## src/rtl/uart_receiver.sv

```systemverilog
// 8N1 UART receive stage, 16x oversampled, writing good bytes into the receive FIFO.
// Optional macro UART_RX_MAJORITY_VOTE_EN: 2-of-3 vote over counter 6/7/8 with the decision moved to counter 8.
module uart_receiver #(
  parameter int OVERSAMPLE = 16
) (
  input  logic       clk_rf,
  input  logic       rst_rf,
  input  logic       receiver_rx,
  input  logic       rf_full,
  output logic       rf_wr,
  output logic [7:0] rf_din,
  output logic       frame_err,
  output logic       overrun,
  output logic       busy
);

  localparam logic [3:0] CNT_LAST = 4'(OVERSAMPLE - 1);
`ifdef UART_RX_MAJORITY_VOTE_EN
  localparam logic [3:0] CNT_DEC  = 4'(OVERSAMPLE / 2);
`else
  localparam logic [3:0] CNT_DEC  = 4'(OVERSAMPLE / 2 - 1);
`endif

  typedef enum logic [2:0] {
    S_IDLE  = 3'd0,
    S_START = 3'd1,
    S_DATA  = 3'd2,
    S_STOP  = 3'd3,
    S_BRK   = 3'd4
  } state_t;

  state_t      state, state_nxt;
  logic        rx_p0, rx_s;
  logic [3:0]  counter;
  logic [2:0]  bit_counter;
  logic [7:0]  shreg;
  logic        dec, bit_val;
  logic        wr_set, ferr_set, ovr_set;

  // Stage p0 -> rx_s: two-flop synchronizer, idles high
  always_ff @(posedge clk_rf or posedge rst_rf) begin
    if (rst_rf) begin
      rx_p0 <= 1'b1;
      rx_s  <= 1'b1;
    end else begin
      rx_p0 <= receiver_rx;
      rx_s  <= rx_p0;
    end
  end

`ifdef UART_RX_MAJORITY_VOTE_EN
  logic v6, v7;

  function automatic logic maj3(input logic a, input logic b, input logic c);
    return (a & b) | (a & c) | (b & c);
  endfunction

  always_ff @(posedge clk_rf or posedge rst_rf) begin
    if (rst_rf) begin
      v6 <= 1'b1;
      v7 <= 1'b1;
    end else begin
      if (counter == 4'd6) v6 <= rx_s;
      if (counter == 4'd7) v7 <= rx_s;
    end
  end

  assign bit_val = maj3(v6, v7, rx_s);
`else
  assign bit_val = rx_s;
`endif

  assign dec  = (counter == CNT_DEC);
  assign busy = (state != S_IDLE);

  always_ff @(posedge clk_rf or posedge rst_rf) begin
    if (rst_rf) state <= S_IDLE;
    else        state <= state_nxt;
  end

  always_comb begin
    state_nxt = state;
    wr_set    = 1'b0;
    ferr_set  = 1'b0;
    ovr_set   = 1'b0;
    case (state)
      S_IDLE:  if (!rx_s) state_nxt = S_START;
      S_START: begin
        if (dec && bit_val)             state_nxt = S_IDLE;
        else if (counter == CNT_LAST)   state_nxt = S_DATA;
      end
      S_DATA:  if (counter == CNT_LAST && bit_counter == 3'd7) state_nxt = S_STOP;
      S_STOP: begin
        if (dec) begin
          if (bit_val) begin
            state_nxt = S_IDLE;
            if (rf_full) ovr_set = 1'b1;
            else         wr_set  = 1'b1;
          end else begin
            state_nxt = S_BRK;
            ferr_set  = 1'b1;
          end
        end
      end
      S_BRK:   if (rx_s) state_nxt = S_IDLE;
      default: state_nxt = S_IDLE;
    endcase
  end

  // Counter is held at 0 in IDLE and on the way back to it, so START always opens at 0
  always_ff @(posedge clk_rf or posedge rst_rf) begin
    if (rst_rf) begin
      counter     <= '0;
      bit_counter <= '0;
      shreg       <= '0;
      rf_din      <= '0;
      rf_wr       <= 1'b0;
      frame_err   <= 1'b0;
      overrun     <= 1'b0;
    end else begin
      counter <= (state == S_IDLE || state_nxt == S_IDLE) ? 4'd0 : counter + 4'd1;
      if (state == S_START)
        bit_counter <= '0;
      else if (state == S_DATA && counter == CNT_LAST)
        bit_counter <= bit_counter + 3'd1;
      if (state == S_DATA && dec)
        shreg <= {bit_val, shreg[7:1]};
      rf_wr     <= wr_set;
      frame_err <= ferr_set;
      overrun   <= ovr_set;
      if (wr_set) rf_din <= shreg;
    end
  end

endmodule

```

## config.mk

```make
export PLATFORM = sky130hd
export DESIGN_NAME = uart_receiver
export DESIGN_NICKNAME = d
export VERILOG_FILES = /design/src/rtl/uart_receiver.sv
export SDC_FILE = /design/constraint.sdc
export NUM_CORES = 1
export LEC_CHECK = 0
export ABC_AREA = 0
export ABC_CLOCK_PERIOD_IN_PS = 4000
export CORE_MARGIN = 3
export CORE_UTILIZATION = 37
export DETAILED_ROUTE_END_ITERATION = 10
export DONT_BUFFER_PORTS = 1
export PLACE_DENSITY_LB_ADDON = 0.08
export SKIP_LAST_GASP = 1
export SLEW_MARGIN = 20
export SYNTH_ARGS = -nofsm -noshare
export SYNTH_HDL_FRONTEND = slang
export SYNTH_SLANG_ARGS = --single-unit
```

## constraint.sdc

```tcl
create_clock -name clk_rf -period 4 [get_ports clk_rf]
set_clock_uncertainty 0.05 [all_clocks]
set_input_delay 0.4 -clock clk_rf [delete_from_list [all_inputs] [get_ports clk_rf]]
set_output_delay 0.4 -clock clk_rf [all_outputs]
set_load 0.005 [all_outputs]
```

==> metrics.txt <==
Fin. Hold Viols 0; CTS buffer count 5; internal power 0.464 mW; Gate Count Post-Synth 97; Post-CTS Resized 0; layout cells sized above 1 29.8%; Slew headroom 58.7%; Comb pwr share 19.4%; status finished, final reports clean; clock buffer depth 2; Post-Syn Area 0.00132 mm²; via count 726; GPL Wtd Cong 0.773; Reg clk slew, reported paths 0.09 ns; clock sink count 31; final period utilization 46.6%; vias in the first global route 734; Crit path arrival time 2.02 ns; TritonCTS clock tree built; Max stage delay on crit path 0.59 ns; DR vias/cell 4.84; Initial Util 38.8%; Clk pwr share 24.6%; Total Routing Usage GR 11.9%; Max VDD drop 0.158 mV; Net Sw Frac 31.1%; Synth Warn # 0; met1 Use GR 14.1%; met3 GRT Util 8.55%; initial drt markers 19; total core area 0.00339 mm²; family with the most delay on the worst path simple AND/OR/NAND/NOR gates; Routed Wire Length 2.01 mm; crit-path cells nand2b_1, nor4_4, mux2_2; Clk Latency, worst-skew pair 0.32 ns; Die W 65.6 µm; DP HPWL 1.37 mm; MaxCap Viol Count 0; Die ar. 0.00431 mm²; final setup vio count 0; DR WL/cell 13.4 µm; endpoint class of the critical path flop; critical path class flop to flop; reg2reg start state[2]$_DFF_PP0_; CP Max Fanout 8; ant diodes 0; WP data required 4.16 ns; Worst Tran Pin Value 0.615 ns; first-pass GRT wire length 3.57 mm; Placed Instances 140; fin cells 150; Power per Cell Area 473 mW/mm²; # IOs 16; Worst path depth 3; setup_tns 0 ns; Fmax 0.536 GHz; port bufs 0; register area share after synthesis 59.2%; root buf cell clkbuf_4; pin count of the biggest net entering global routing 32; multi-input logic area 497 µm²; hold path start rf_full; antenna-violating nets left 0; drt pass-1 iters 4; Mapped Nets 104; Hold Crit Class input pin to flop; Yosys cell types 32; synthesized area per cell 13.6 µm²; fraction of power consumed by sequential logic 56.1%; gr busiest metal met2; num rows 21; CP startpoint state[2]$_DFF_PP0_; area delta synth->final 8.37%; hold depth 1; Die Y 65.6 µm; total gr overflow 0; reg2reg path depth 3; Reg area 778 µm²; Setup Buffers After CTS 0; leakage power 0.676 nW; DRC 0; register bit total from synthesis 31; # H-tree levels 2; GR Util met2 15.5%; Fillers 333; clock period minus worst slack 1.86 ns; WP buf/inv 0; # nets final 110; antenna violations before repair 0; max-slew violations 0; startpoint types flop; RSZ-0062 raised after global routing no; Slowest-stage cell, CP nor4_4; Psw 0.210 mW
==> cells in the final DEF, fill, tap and decap left out <==
master,count
o32ai_1,1
nor4_2,1
nor3_2,1
clkbuf_1,2
and3_1,1
and2b_1,1
nand4b_1,1
mux2_2,16
a21oi_1,2
dlygate4sd3_1,2
nor2_1,6
nor3_1,4
o211ai_1,1
or2_2,1
or3_1,1
ha_1,3
nand3b_2,1
a32o_1,1
xnor2_1,2
clkinv_2,1
nand3_1,2
nand2b_1,2
or3b_2,1
nand2_1,2
xor2_1,1
nor4_4,1
nor3b_1,1
dfstp_2,2
clkbuf_4,5
dfrtp_1,29
nand3b_1,1
mux2i_1,3
buf_4,1
inv_1,4
==> registers in the layout, summed over array words and instances (netlist names) <==
name and count:
counter 4, rx_p0 1, bit_val 1, frame_err 1, overrun 1, rf_wr 1
shreg 8, bit_counter 3, rf_din 8, state 3
==> cells in the mapped netlist (all sizes together) <==
cell    instances  area share [%]
o211ai          1            0.57
clkbuf          1            0.29
nand2           2            0.57
nor2            6             1.7
nor4            2             2.6
nor3b           1            0.57
nor3            5             2.3
inv             4             1.1
nand3           2            0.76
dfrtp          29              55
nand3b          2             1.4
or2             1            0.48
a21oi           2            0.76
nand4b          1            0.67
and2b           1            0.57
nand2b          2            0.95
a32o            1            0.76
xnor2           2             1.3
or3             1            0.48
or3b            1            0.67
xor2            1            0.67
and3            1            0.48
dfstp           2             4.0
ha              3             2.9
buf             3             1.6
o32ai           1            0.67
mux2           16              14
mux2i           3             2.3
==> kinds of logic (layout without fill, tap and decap cells) <==
logic type | after synthesis | in the layout | share of synthesized area, %
DFF | 31 | 31 | 59.2
and+or+nand+nor | 28 | 28 | 14.2
muxes | 19 | 19 | 16.0
buffers and inverters | 8 | 15 | 3.04
AOI/OAI and AO/OA | 5 | 5 | 2.76
adders and majority gates | 3 | 3 | 2.85
xor gates and xnor gates | 3 | 3 | 2.00
==> routing by layer <==
layer	wire [µm]	part of all wire, %
met5	0	0
met4	26	1.3
met3	149	7.4
met2	879	44
met1	957	48
==> worst paths after layout <==
path / slack, ns / endpoint
min reg2reg: 0.32 / bit_val$_DFF_PP1_
max in group asynchronous: 3.05 / rx_p0$_DFF_PP1_
min: 0.18 / overrun$_DFF_PP0_
max reg2reg: 2.14 / shreg[3]$_DFFE_PP0P_
max: 2.14 / shreg[3]$_DFFE_PP0P_
min in group asynchronous: 0.53 / shreg[0]$_DFFE_PP0P_
==> repair_timing <==
item | in CTS | in global routing
hold buffers | 1 | 1
endpoints found under the hold margin | 29 | 1
setup endpoints to repair | 0 | 0
==> through the flow <==
| stage | utilization [%] | area, µm² | hold WS [ns] | setup WS (ns) | total power, mW |
|---|---|---|---|---|---|
| floorplan | - | 1320 | 0.295 | 2.32 | 0.499 |
| global placement | 40.0 | 1360 | 0.300 | 2.12 | 0.516 |
| detailed placement | 40.0 | 1360 | 0.298 | 2.12 | 0.515 |
| CTS | 41.7 | 1420 | 0.00142 | 2.09 | 0.687 |
| global route | 42.0 | 1430 | 0.146 | 2.02 | 0.729 |
| finish | 42.0 | 1430 | 0.184 | 2.14 | 0.674 |
==> power by group through the flow <==
| stage | logic (mW) | registers [mW] | clock network [mW] |
|---|---|---|---|
| after floorplan | 0.137 | 0.362 | 0 |
| after global placement | 0.132 | 0.384 | 0 |
| after detailed placement | 0.132 | 0.383 | 0 |
| after CTS | 0.133 | 0.377 | 0.176 |
| after global routing | 0.148 | 0.383 | 0.199 |
| final | 0.130 | 0.378 | 0.166 |
==> layout make-up <==
type                       count  area share, %
inverter                       4           1.05
tap                           46           4.04
multi-input combinational     58           34.9
clock inverter                 1          0.351
sequential                    31           54.6
clock buffer                   7           3.16
timing repair buffer           3           1.93
No activity file was read; power rests on OpenSTA's default activity.
